--- src/rtl/hazard_stall_ctrl_pkg.sv ---
// Shared hazard class codes and FSM state encoding for the ID-stage stall controller.
package hazard_stall_ctrl_pkg;

    localparam int NB_HAZ_TYPE = 2;

    typedef enum logic [NB_HAZ_TYPE-1:0] {
        HAZ_NONE    = 2'd0,
        HAZ_LOADUSE = 2'd1,
        HAZ_BRALU   = 2'd2,
        HAZ_BRLOAD  = 2'd3
    } haz_type_e;

    typedef enum logic {
        ST_IDLE  = 1'b0,
        ST_STALL = 1'b1
    } state_e;

    // Comparator slots: {MEM load, EX write, EX load} x {rt, rs}
    localparam int NUM_CMP    = 6;
    localparam int CMP_EXLD   = 0;
    localparam int CMP_EXWE   = 2;
    localparam int CMP_MEMLD  = 4;

endpackage

--- src/rtl/hazard_stall_ctrl_if.sv ---
// ID-stage operand/producer view plus stall controls exchanged with the hazard controller.
interface hazard_stall_ctrl_if #(
    parameter int NB_REG_ADDR = 5,
    parameter int NB_STAT     = 16
);
    logic                   i_valid;
    logic                   i_flush;
    logic [NB_REG_ADDR-1:0] i_id_rs;
    logic [NB_REG_ADDR-1:0] i_id_rt;
    logic                   i_id_use_rs;
    logic                   i_id_use_rt;
    logic                   i_id_branch;
    logic [NB_REG_ADDR-1:0] i_ex_rd;
    logic                   i_ex_we;
    logic                   i_ex_load;
    logic [NB_REG_ADDR-1:0] i_mem_rd;
    logic                   i_mem_load;
    logic                   o_stall;
    logic                   o_bubble;
    logic [1:0]             o_haz_type;
    logic [NB_STAT-1:0]     o_stall_cnt;

    modport master (
        output i_valid, i_flush, i_id_rs, i_id_rt, i_id_use_rs, i_id_use_rt, i_id_branch,
               i_ex_rd, i_ex_we, i_ex_load, i_mem_rd, i_mem_load,
        input  o_stall, o_bubble, o_haz_type, o_stall_cnt
    );

    modport slave (
        input  i_valid, i_flush, i_id_rs, i_id_rt, i_id_use_rs, i_id_use_rt, i_id_branch,
               i_ex_rd, i_ex_we, i_ex_load, i_mem_rd, i_mem_load,
        output o_stall, o_bubble, o_haz_type, o_stall_cnt
    );

endinterface

--- src/rtl/hazard_stall_ctrl_reg_match_cmp.sv ---
// One source/destination register comparison; $0 is hardwired and never produces a hazard.
module hazard_stall_ctrl_reg_match_cmp #(
    parameter int NB_REG_ADDR = 5
) (
    input  logic [NB_REG_ADDR-1:0] i_src,
    input  logic [NB_REG_ADDR-1:0] i_dst,
    input  logic                   i_use,
    input  logic                   i_wr,
    output logic                   o_match
);
    assign o_match = (i_src == i_dst) && i_use && i_wr && (i_dst != '0);
endmodule

--- src/rtl/hazard_stall_ctrl.sv ---
// Load-use / branch-operand hazard controller: picks the longest required stall and runs a counted stall.
module hazard_stall_ctrl
    import hazard_stall_ctrl_pkg::*;
#(
    parameter int NB_REG_ADDR     = 5,
    parameter int NB_CNT          = 2,
    parameter int LOAD_USE_STALLS = 1,
    parameter int BR_ALU_STALLS   = 1,
    parameter int BR_LOAD_STALLS  = 2,
    parameter int BR_MEMLD_STALLS = 1,
    parameter int NB_STAT         = 16
) (
    input  logic               i_clock,
    input  logic               i_reset,
    hazard_stall_ctrl_if.slave bus
);
    localparam logic [NB_CNT-1:0] LU_N   = NB_CNT'(LOAD_USE_STALLS);
    localparam logic [NB_CNT-1:0] BRA_N  = NB_CNT'(BR_ALU_STALLS);
    localparam logic [NB_CNT-1:0] BRL_N  = NB_CNT'(BR_LOAD_STALLS);
    localparam logic [NB_CNT-1:0] BRM_N  = NB_CNT'(BR_MEMLD_STALLS);
    localparam logic [NB_CNT-1:0] CNT_1  = NB_CNT'(1);

    logic [NUM_CMP-1:0][NB_REG_ADDR-1:0] cmp_src, cmp_dst;
    logic [NUM_CMP-1:0]                  cmp_use, cmp_wr, cmp_hit;

    assign cmp_src = {bus.i_id_rt, bus.i_id_rs, bus.i_id_rt, bus.i_id_rs, bus.i_id_rt, bus.i_id_rs};
    assign cmp_dst = {bus.i_mem_rd, bus.i_mem_rd, bus.i_ex_rd, bus.i_ex_rd, bus.i_ex_rd, bus.i_ex_rd};
    assign cmp_use = {bus.i_id_use_rt, bus.i_id_use_rs, bus.i_id_use_rt, bus.i_id_use_rs,
                      bus.i_id_use_rt, bus.i_id_use_rs};
    assign cmp_wr  = {bus.i_mem_load, bus.i_mem_load, bus.i_ex_we, bus.i_ex_we,
                      bus.i_ex_load, bus.i_ex_load};

    genvar g;
    generate
        for (g = 0; g < NUM_CMP; g++) begin : g_cmp
            hazard_stall_ctrl_reg_match_cmp #(.NB_REG_ADDR(NB_REG_ADDR)) u_cmp (
                .i_src   (cmp_src[g]),
                .i_dst   (cmp_dst[g]),
                .i_use   (cmp_use[g]),
                .i_wr    (cmp_wr[g]),
                .o_match (cmp_hit[g])
            );
        end
    endgenerate

    logic ex_ld_hit, ex_we_hit, mem_ld_hit;
    assign ex_ld_hit  = |cmp_hit[CMP_EXLD+1:CMP_EXLD];
    assign ex_we_hit  = |cmp_hit[CMP_EXWE+1:CMP_EXWE];
    assign mem_ld_hit = |cmp_hit[CMP_MEMLD+1:CMP_MEMLD];

    logic [NB_CNT-1:0] need;
    haz_type_e         det_type;

    // Classes evaluated in ascending code order so that >= hands ties to the higher code.
    always_comb begin
        need     = '0;
        det_type = HAZ_NONE;
        if (ex_ld_hit && LU_N != '0) begin
            need     = LU_N;
            det_type = HAZ_LOADUSE;
        end
        if (bus.i_id_branch && ex_we_hit && !bus.i_ex_load && BRA_N != '0 && BRA_N >= need) begin
            need     = BRA_N;
            det_type = HAZ_BRALU;
        end
        if (bus.i_id_branch && mem_ld_hit && BRM_N != '0 && BRM_N >= need) begin
            need     = BRM_N;
            det_type = HAZ_BRLOAD;
        end
        if (bus.i_id_branch && ex_ld_hit && BRL_N != '0 && BRL_N >= need) begin
            need     = BRL_N;
            det_type = HAZ_BRLOAD;
        end
    end

    state_e             state_q, state_d;
    logic [NB_CNT-1:0]  cnt_q, cnt_d;
    haz_type_e          type_q, type_d;
    logic [NB_STAT-1:0] stat_q, stat_d;
    logic               stall;
    haz_type_e          haz_type;

    always_comb begin
        state_d  = state_q;
        cnt_d    = cnt_q;
        type_d   = type_q;
        stat_d   = stat_q;
        stall    = 1'b0;
        haz_type = HAZ_NONE;

        if (i_reset && !bus.i_flush) begin
            if (state_q == ST_STALL) begin
                stall    = 1'b1;
                haz_type = type_q;
            end else if (need != '0) begin
                stall    = 1'b1;
                haz_type = det_type;
            end
        end

        if (bus.i_flush) begin
            state_d = ST_IDLE;
            cnt_d   = '0;
        end else if (bus.i_valid) begin
            case (state_q)
                ST_IDLE: begin
                    if (need > CNT_1) begin
                        state_d = ST_STALL;
                        cnt_d   = need - CNT_1;
                        type_d  = det_type;
                    end
                end
                ST_STALL: begin
                    if (cnt_q <= CNT_1) begin
                        state_d = ST_IDLE;
                        cnt_d   = '0;
                    end else begin
                        cnt_d = cnt_q - CNT_1;
                    end
                end
                default: state_d = ST_IDLE;
            endcase
        end

        if (bus.i_valid && stall && stat_q != '1)
            stat_d = stat_q + NB_STAT'(1);
    end

    always_ff @(posedge i_clock) begin
        if (!i_reset) begin
            state_q <= ST_IDLE;
            cnt_q   <= '0;
            type_q  <= HAZ_NONE;
            stat_q  <= '0;
        end else begin
            state_q <= state_d;
            cnt_q   <= cnt_d;
            type_q  <= type_d;
            stat_q  <= stat_d;
        end
    end

    assign bus.o_stall     = stall;
    assign bus.o_bubble    = stall;
    assign bus.o_haz_type  = haz_type;
    assign bus.o_stall_cnt = stat_q;

endmodule

--- src/flat_wrapper.sv ---
// flat-port wrapper written by rule: the top's interface ports become plain ports
module hazard_stall_ctrl_flat import hazard_stall_ctrl_pkg::*;
#(
    parameter int NB_REG_ADDR     = 5,
    parameter int NB_CNT          = 2,
    parameter int LOAD_USE_STALLS = 1,
    parameter int BR_ALU_STALLS   = 1,
    parameter int BR_LOAD_STALLS  = 2,
    parameter int BR_MEMLD_STALLS = 1,
    parameter int NB_STAT         = 16
)
  (i_clock, i_reset, bus_i_valid, bus_i_flush, bus_i_id_rs, bus_i_id_rt, bus_i_id_use_rs, bus_i_id_use_rt, bus_i_id_branch, bus_i_ex_rd, bus_i_ex_we, bus_i_ex_load, bus_i_mem_rd, bus_i_mem_load, bus_o_stall, bus_o_bubble, bus_o_haz_type, bus_o_stall_cnt);
  hazard_stall_ctrl_if #(.NB_REG_ADDR(NB_REG_ADDR), .NB_STAT(NB_STAT)) bus_i ();
  input  logic i_clock;
  input  logic i_reset;
  input wire logic [$bits(bus_i.i_valid)-1:0] bus_i_valid;
  input wire logic [$bits(bus_i.i_flush)-1:0] bus_i_flush;
  input wire logic [$bits(bus_i.i_id_rs)-1:0] bus_i_id_rs;
  input wire logic [$bits(bus_i.i_id_rt)-1:0] bus_i_id_rt;
  input wire logic [$bits(bus_i.i_id_use_rs)-1:0] bus_i_id_use_rs;
  input wire logic [$bits(bus_i.i_id_use_rt)-1:0] bus_i_id_use_rt;
  input wire logic [$bits(bus_i.i_id_branch)-1:0] bus_i_id_branch;
  input wire logic [$bits(bus_i.i_ex_rd)-1:0] bus_i_ex_rd;
  input wire logic [$bits(bus_i.i_ex_we)-1:0] bus_i_ex_we;
  input wire logic [$bits(bus_i.i_ex_load)-1:0] bus_i_ex_load;
  input wire logic [$bits(bus_i.i_mem_rd)-1:0] bus_i_mem_rd;
  input wire logic [$bits(bus_i.i_mem_load)-1:0] bus_i_mem_load;
  output wire logic [$bits(bus_i.o_stall)-1:0] bus_o_stall;
  output wire logic [$bits(bus_i.o_bubble)-1:0] bus_o_bubble;
  output wire logic [$bits(bus_i.o_haz_type)-1:0] bus_o_haz_type;
  output wire logic [$bits(bus_i.o_stall_cnt)-1:0] bus_o_stall_cnt;
  assign bus_i.i_valid = bus_i_valid;
  assign bus_i.i_flush = bus_i_flush;
  assign bus_i.i_id_rs = bus_i_id_rs;
  assign bus_i.i_id_rt = bus_i_id_rt;
  assign bus_i.i_id_use_rs = bus_i_id_use_rs;
  assign bus_i.i_id_use_rt = bus_i_id_use_rt;
  assign bus_i.i_id_branch = bus_i_id_branch;
  assign bus_i.i_ex_rd = bus_i_ex_rd;
  assign bus_i.i_ex_we = bus_i_ex_we;
  assign bus_i.i_ex_load = bus_i_ex_load;
  assign bus_i.i_mem_rd = bus_i_mem_rd;
  assign bus_i.i_mem_load = bus_i_mem_load;
  assign bus_o_stall = bus_i.o_stall;
  assign bus_o_bubble = bus_i.o_bubble;
  assign bus_o_haz_type = bus_i.o_haz_type;
  assign bus_o_stall_cnt = bus_i.o_stall_cnt;
  hazard_stall_ctrl #(.NB_REG_ADDR(NB_REG_ADDR), .NB_CNT(NB_CNT), .LOAD_USE_STALLS(LOAD_USE_STALLS), .BR_ALU_STALLS(BR_ALU_STALLS), .BR_LOAD_STALLS(BR_LOAD_STALLS), .BR_MEMLD_STALLS(BR_MEMLD_STALLS), .NB_STAT(NB_STAT)) u_core (.i_clock(i_clock), .i_reset(i_reset), .bus(bus_i));
endmodule
--- config.mk ---
export PLATFORM = sky130hd
export DESIGN_NAME = hazard_stall_ctrl_flat
export DESIGN_NICKNAME = d
export VERILOG_FILES = /design/src/rtl/hazard_stall_ctrl_pkg.sv /design/src/rtl/hazard_stall_ctrl_if.sv /design/src/rtl/hazard_stall_ctrl_reg_match_cmp.sv /design/src/rtl/hazard_stall_ctrl.sv /design/src/flat_wrapper.sv
export SDC_FILE = /design/constraint.sdc
export NUM_CORES = 1
export LEC_CHECK = 0
export ABC_AREA = 1
export CAP_MARGIN = 20
export CORE_MARGIN = 5
export CORE_UTILIZATION = 43
export CTS_CLUSTER_DIAMETER = 30
export DETAILED_ROUTE_END_ITERATION = 6
export PLACE_DENSITY = 0.76
export SYNTH_ARGS = -nofsm -noshare
export SYNTH_HDL_FRONTEND = slang
export SYNTH_SLANG_ARGS = --single-unit
--- constraint.sdc ---
create_clock -name i_clock -period 1.94 [get_ports i_clock]
set_clock_uncertainty 0.15 [all_clocks]
set_input_delay 0.194 -clock i_clock [delete_from_list [all_inputs] [get_ports i_clock]]
set_output_delay 0.194 -clock i_clock [all_outputs]
set_load 0.005 [all_outputs]
### Word-level counts from Yosys, hierarchy flattened

Cells that the tools add are included.

| storage, ports and cells | value |
|---|---|
| flip-flop bits (word level) | 21 |
| latch bits | 0 |
| RAM bits | 0 |
| bits in read-only memories | 0 |
| bits of input ports | 30 |
| output and inout port bits | 20 |
| word-level logic and storage cells | 77 |
| memories | 0 |

| cells by class | value |
|---|---|
| add/sub/neg operators | 3 |
| $mul | 0 |
| divide/modulo/power cells | 0 |
| magnitude comparators | 5 |
| equal/unequal tests | 6 |
| shift-type cells | 0 |
| muxes and demuxes | 19 |
| bitwise logic cells | 3 |
| reductions and logical operators | 37 |

Operators with widths:

| operator | number |
|---|---|
| $logic_and 1x1->1 | 26 |
| $mux 2 | 11 |
| $eq 5x5->1 | 4 |
| $add 16x1->16 const B | 1 |
| $ne 16x16->1 const B | 1 |
| $reduce_bool 5->1 | 2 |
| $reduce_or 2->1 | 4 |
| $mux 1 | 6 |
| $ge 1x2->1 const A | 2 |
| $pmux 2 s2 | 1 |
| $reduce_and 4->1 | 1 |
| $sub 2x1->2 const B | 2 |
| $not 1->1 | 3 |
| $ge 2x2->1 const A | 1 |
| $gt 2x1->1 const B | 1 |
| $le 2x1->1 const B | 1 |
| $logic_not 1->1 | 2 |
| $ne 2x1->1 const B | 1 |
| $pmux 1 s2 | 1 |
| $reduce_and 2->1 | 1 |
| $reduce_bool 2->1 | 1 |

### Depth between registers and ports, before layout

| logic depth | value |
|---|---|
| depth after elaboration | 21 |
| depth in mapped cells | 14 |
| gate-level depth less buffers | 14 |

### Hierarchy

A second synthesis with hierarchy kept.

| unflattened totals | value |
|---|---|
| cell total of the unflattened synthesis | 385 |
| area, all modules | 2083.2 um2 |

By module, submodules not included:

| module | times used | cells each | area each (um2) | sequential area each (um2) |
|---|---|---|---|---|
| hazard_stall_ctrl | 1 | 193 | 1325.0 | 420.4 |
| hazard_stall_ctrl_reg_match_cmp | 6 | 32 | 126.4 | 0.0 |

### Least setup slack after synthesis

Ideal clock, no wire load.

| timing path | value |
|---|---|
| path kind | register -> register |
| start | register u_core.stat_q[0], in the netlist u_core.bus.o_stall_cnt[0] |
| end | register u_core.stat_q[10], in the netlist u_core.bus.o_stall_cnt[10] |
| setup time | 0.141 ns |
| arrival time | 1.640 ns |
| required time | 1.649 ns |
| slack | 0.010 ns |
| stages on the path, launching flop included | 9 |
| buffers on the path | 1 |
| period minus slack after synthesis | 1.930 ns |
| cell sequence | dfxtp_1 ha_1 nand2_2 nor3_2 nand4_1 o21a_2 buf_1 nand4_1 a21oi_2 |

| between the ends | value |
|---|---|
| longest elaborated chain between the ends | 2 |
| elaborated cells on any way between the ends | 3 |
| those cells by class | 1 x add/sub; 1 x eq/ne; 1 x reduce/logical |

RTL lines:

| what | line | text |
|---|---|---|
| start: declaration | hazard_stall_ctrl.sv:79 | `logic [NB_STAT-1:0] stat_q, stat_d;` |
| start signal: assignment | hazard_stall_ctrl.sv:139 | `stat_q <= stat_d;` |
| parallel branches: the longest is 2 deep, another holds $add 16x1->16 | - |  |

Several ways; the timed one is not identified.
A chain may end at the register's enable or synchronous reset.

### Worst setup path after layout

| timing path | value |
|---|---|
| start | input port bus_i_ex_rd[3] |
| end | output port bus_o_haz_type[0] |

| between the ends | value |
|---|---|
| longest elaborated chain between the ends | 19 |
| elaborated cells on any way between the ends | 35 |
| those cells by class | 3 x order compare; 2 x eq/ne; 10 x mux; 20 x reduce/logical |

RTL lines:

| what | line | text |
|---|---|---|
| start: declaration | flat_wrapper.sv:23 | `input wire logic [$bits(bus_i.i_ex_rd)-1:0] bus_i_ex_rd;` |
| $eq 5x5->1 | hazard_stall_ctrl_reg_match_cmp.sv:11 | `assign o_match = (i_src == i_dst) && i_use && i_wr && (i_dst != '0);` |
| $logic_and 1x1->1 (3 in a row) | hazard_stall_ctrl_reg_match_cmp.sv:11 |  |
| $reduce_or 2->1, on equally long branches | hazard_stall_ctrl.sv:47, hazard_stall_ctrl.sv:48 |  |
| $mux 1 or $logic_and 1x1->1 (tied branches) | hazard_stall_ctrl.sv:58, hazard_stall_ctrl.sv:62 |  |
| $ge 1x2->1 or $logic_and 1x1->1 (tied branches) | hazard_stall_ctrl.sv:62 | `if (bus.i_id_branch && ex_we_hit && !bus.i_ex_load && BRA_N != '0 && BRA_N >= need) begin` |
| $logic_and 1x1->1 | hazard_stall_ctrl.sv:62 |  |
| $mux 2 | hazard_stall_ctrl.sv:62 |  |
| $ge 1x2->1 | hazard_stall_ctrl.sv:66 | `if (bus.i_id_branch && mem_ld_hit && BRM_N != '0 && BRM_N >= need) begin` |
| $logic_and 1x1->1 | hazard_stall_ctrl.sv:66 |  |
| $mux 2 | hazard_stall_ctrl.sv:66 |  |
| $ge 2x2->1 | hazard_stall_ctrl.sv:70 | `if (bus.i_id_branch && ex_ld_hit && BRL_N != '0 && BRL_N >= need) begin` |
| $logic_and 1x1->1 | hazard_stall_ctrl.sv:70 |  |
| $mux 2 | hazard_stall_ctrl.sv:70 |  |
| $reduce_bool 2->1 | hazard_stall_ctrl.sv:95 | `end else if (need != '0) begin` |
| $mux 2 * | hazard_stall_ctrl.sv:95 |  |
| $mux 2 * | hazard_stall_ctrl.sv:92 | `if (state_q == ST_STALL) begin` |
| $mux 2 * | hazard_stall_ctrl.sv:91 | `if (i_reset && !bus.i_flush) begin` |
| end: declaration | flat_wrapper.sv:30 | `output wire logic [$bits(bus_i.o_haz_type)-1:0] bus_o_haz_type;` |

Every way passes the cells marked *; elsewhere a longest branch is shown, timed or not.

==> metrics.txt <==
post-synthesis compound-gate area fraction 0.107; largest family of logic cells by synthesized area simple AND/OR/NAND/NOR gates; Rel. slew slack 0.738; Fmax 545 MHz; via count 2,015; I/O Buffers 49; Fin Setup TNS 0 ps; register area 420 um2; Final ANT Viol Nets 0; Worst Reg-to-Reg Cells 8; Post-Syn Nets 324; status completed; Inst Count DP 409; Slew Limit Fails 0; root buffer cell clkbuf_8; R2R setup slack 110 ps; Area contributors post-synth dfxtp_1 (24%), nand2_1 (20%), inv_1 (9.2%), nor2_1 (7.3%), nand4_1 (7.2%); TritonCTS clock tree yes; Core Footprint 3970 um2; Crit path required time 1600 ps; cells after synthesis 293; leakage 1.18 nW; Final Power 955 uW; fin cells 415; syn_area_per_cell 5.96 um2; GP Congestion 0.864; RSZ-0062 raised after global routing false; Multi-input gate area 1150 um2; clock slew at the register clock pins of the worst setup and hold paths 80 ps; Initial DRT Pass Iterations 4; Post-Synth Adder-Cell Area 0.00716; Hold EP u_core.type_q[1]; mux share of post-synthesis cell area 0; Place WS -511 ps; share of cells above drive strength 1 0.184; CP Capture Type output pin; #FFs+latches synth 21; H-tree levels 1; Die Wd 73.7 um; drt wl/cell 12.2 um; Tmin final 1830 ps; first-pass GRT wire length 7.96 mm; I/O pin cnt 50; hold-fix buffers at CTS 0; Max clock buf depth 2; Crit path arrival time 1490 ps; CP Launch Type input pin; PwrDens 380 nW/um2; Fill cells 391; Post-synth top flop dfxtp_1; RR Startpoint u_core.bus.o_stall_cnt[0]; WHS Path Cells 2; final WL 5.06 mm; worst min-delay path startpoint u_core.type_q[1]; largest vdd supply drop 0.333 mV; Remaining DRCs 0; ANT cells 0; synthesis-to-finish area growth 43.9%; Synth area leader dfxtp_1; Cell Rows 23; pin count of the biggest net entering global routing 19; asr flop ratio synth 0; Ys Warns 0; clk sinks 21; Distinct cells, synth 28; Die Ht 73.7 um; Final Cycle Share 0.945; die area 5440 um2; Clk Latency, worst-skew pair 270 ps; most frequent cell after synthesis nand2_1; Synth Area in Simple Gates 0.451; Hold WS 303 ps; Synth top area share 0.241; Seq/Total Area, Yosys 0.241; dpl hpwl 3.77 mm; Crit Path Category input pin to output pin; Post-synth EDFFs 0; Post-Synth XOR/XNOR Area 0.0652; Initial DRC Count 141; post-route setup slack 106 ps; top post-synthesis cells by count nand2_1 (92), inv_1 (43), nor2_1 (34); Worst Hold Class register to register; initial antenna violation count 0; Max Cap Viol 0; Final Setup Violations 0; post-DR vias/cell 4.86; worst flop-to-flop path endpoint u_core.bus.o_stall_cnt[7]; fin nets 397; GRT Total Usage 0.185; Initial Util 0.440; Slew @ Worst Pin 390 ps; critical-path maximum fanout 3; Post-Syn Area 1750 um2; vias in the first global route 1,845; clock buffer count from CTS 3; grt ovf 0; final hold violation count 0
-- critical path, stage by stage --
cell and delay [ps]:
dlygate4sd2_1 270, inv_1 90, buf_4 110, nand4_1 120
nand2_1 90, inv_1 60, nand2_1 60, nand2_1 70
o21ai_1 130, inv_1 40, dlygate4sd2_1 250
-- cell usage in the layout, fill, tap and decap left out --
master,instances
a31oi_1,2
a21oi_4,1
nand4_1,20
a21oi_1,9
buf_2,3
dfxtp_1,21
o21a_4,1
nand2_4,1
nand2_1,91
a21oi_2,9
inv_2,6
clkinv_2,1
nor3_1,4
nor3_2,3
nand3_1,12
buf_12,1
buf_6,1
xnor2_1,4
nor4_1,1
inv_1,40
buf_4,23
clkdlybuf4s50_1,23
nor2_1,32
nand2_2,8
o21ai_1,2
nand3_2,1
dlymetal6s2s_1,3
xor2_1,9
nor2_2,2
nand3_4,2
o211ai_1,1
clkbuf_2,1
ha_1,1
o21ai_0,4
clkbuf_8,3
dlygate4sd2_1,19
-- logic make-up after synthesis --
kind of cell,count (synthesis)
buffers and inverters,53
adder cells (fa/ha/maj),1
XOR/XNOR,13
flip-flops,21
AO/OA/AOI/OAI,29
AND/OR/NAND/NOR,176
-- metal layers --
layer | track usage | routed length (um)
met5 | 0 | 0
met4 | 0.0584 | 56
met3 | 0.0260 | 323
met2 | 0.309 | 2290
met1 | 0.245 | 2390
-- how the worst max path moves through the flow --
stage | slack, ps | end | start
after floorplan | 10 | u_core.bus.o_stall_cnt[10] | u_core.bus.o_stall_cnt[0]
after global placement | -470 | bus_o_bubble | bus_i_mem_rd[2]
after detailed placement | -510 | bus_o_stall | bus_i_ex_rd[3]
after CTS | -6 | u_core.bus.o_stall_cnt[8] | bus_i_id_rs[0]
after global routing | 6 | bus_o_haz_type[0] | bus_i_ex_rd[3]
final | 110 | bus_o_haz_type[0] | bus_i_ex_rd[3]
-- flip-flops by register name, summed over array words and instances, names as in the netlist --
name	flops
u_core.bus.o_stall_cnt	16
u_core.state_q	1
u_core.type_q	2
u_core.cnt_q	2
-- where the power goes --
group / switching, mW / internal (mW)
sequential: 0.00214 / 0.433
clock: 0.159 / 0.144
combinational: 0.119 / 0.0993
total: 0.280 / 0.676
-- layout make-up --
type / instances / share of cell area
multi-input combinational: 220 / 0.459
timing repair buffer: 74 / 0.262
sequential: 21 / 0.167
inverter: 46 / 0.0687
tap: 50 / 0.0249
clock buffer: 3 / 0.0164
clock inverter: 1 / 0.00199
-- metrics by stage --
stage	utilization	cell area, um2
3_3_place_gp	0.614	2440
6_report	0.633	2510
3_5_place_dp	0.614	2440
5_1_grt	0.633	2510
2_1_floorplan	-	1750
4_1_cts	0.624	2480
-- timing repair --
item,4_1_cts,5_1_grt
gates cloned,0,1
setup endpoints to repair,21,22
pin swaps,8,6
gates resized for setup,42,11
buffers inserted,1,0
No activity file was read; power rests on OpenSTA's default activity.
==> edit (same flow settings) <==
`NB_CNT` is set to 2 in 2 places; all go to 1.
--- a/src/rtl/hazard_stall_ctrl.sv
+++ b/src/rtl/hazard_stall_ctrl.sv
@@ -3,7 +3,7 @@
     import hazard_stall_ctrl_pkg::*;
 #(
     parameter int NB_REG_ADDR     = 5,
-    parameter int NB_CNT          = 2,
+    parameter int NB_CNT          = 1,
     parameter int LOAD_USE_STALLS = 1,
     parameter int BR_ALU_STALLS   = 1,
     parameter int BR_LOAD_STALLS  = 2,
--- a/src/flat_wrapper.sv
+++ b/src/flat_wrapper.sv
@@ -2,7 +2,7 @@
 module hazard_stall_ctrl_flat import hazard_stall_ctrl_pkg::*;
 #(
     parameter int NB_REG_ADDR     = 5,
-    parameter int NB_CNT          = 2,
+    parameter int NB_CNT          = 1,
     parameter int LOAD_USE_STALLS = 1,
     parameter int BR_ALU_STALLS   = 1,
     parameter int BR_LOAD_STALLS  = 2,
Check against the original RTL: not equivalent (a bounded check fails within 4 cycles, from zero or initial values and one cycle with i_reset low).
==> edit against the unedited design <==
Via count shrank 15%. Area after synthesis shrank 12%. Largest power group unchanged. Core utilization grew 0.34 points. Routed wire length shrank 16%. Critical path type unchanged. Sequential cell count shrank 5. Worst hold slack gained 0.058 ns. Largest cell class unchanged. Total power shrank 29%. Sequential power shrank 25%. Setup slack gained 0.010 ns. Synthesized cell count shrank 15%. Final area shrank 14%. Combinational power shrank 22%. First-iteration DRC count shrank 28%.
==> edit: results <==
group,metric,value,unit
run_status,status,"finished, final reports clean",
clocking,clock-sinks,16,
synth,synth_seq_cells,16,
global_routing,grt_use_total,17.5,%
setup_path,crit_end,"bus_o_bubble",
power_and_ir_drop,p_leak,0.947,nW
clocking,postCtsSetupRepairBufs,0,
power_and_ir_drop,peakVddDrop,331,uV
route,dr_wl_met3,183,um
hold_path,hold_end,"u_core.bus.o_stall_cnt[8]",
finish,buffers,64,
setup_path,r2r_setup_slack,0.19,ns
finish,fillers,329,
power_and_ir_drop,swShare,28.8,%
finish,nonClkBufAreaFrac,27.2,%
clocking,cts_resized,12,
global_routing,met3_usage,3.91,%
placement,place_hpwl,3.34,mm
finish,nNonClkInverters,34,
finish,sh_seq_area,14.8,%
setup_path,r2r_end,"u_core.bus.o_stall_cnt[4]",
global_routing,grt_max_degree,17,
placement,place_congestion,0.924,
global_routing,grt_pass1_wl,7.19,mm
global_routing,met1_usage,24.8,%
setup_path,critPathMaxStageDelay,0.52,ns
==> edit: cell count changes after synthesis, moves of 5 or more <==
cell	before	now
inv_1	43	25
nand2_1	92	75
inv_2	2	9
nand2_2	7	14
nor2_1	34	27
o21ai_0	6	0
dfxtp_1	21	16
==> edit: per-stage QoR <==
step           std cells  total power, mW  worst slack (ns)  area [um^2]
6_report             356            0.679             0.116         2160
5_1_grt              356            0.717           0.00801         2160
4_1_cts              355            0.681            0.0195         2140
3_5_place_dp         352            0.505            -0.311         2130
3_3_place_gp         352            0.505            -0.321         2130
2_1_floorplan        249            0.413             0.265         1530
==> edit: kinds of logic (layout without fill, tap and decap cells) <==
kind of cell             after synthesis  after routing  synth area share [%]
AND/OR/NAND/NOR                      160            161                  50.4
buffers and inverters                 41            101                  12.6
AO/OA/AOI/OAI                         17             17                  7.28
flip-flops                            16             16                  20.9
XOR/XNOR                              14             14                  8.01
adder cells (fa/ha/maj)                1              1                 0.818
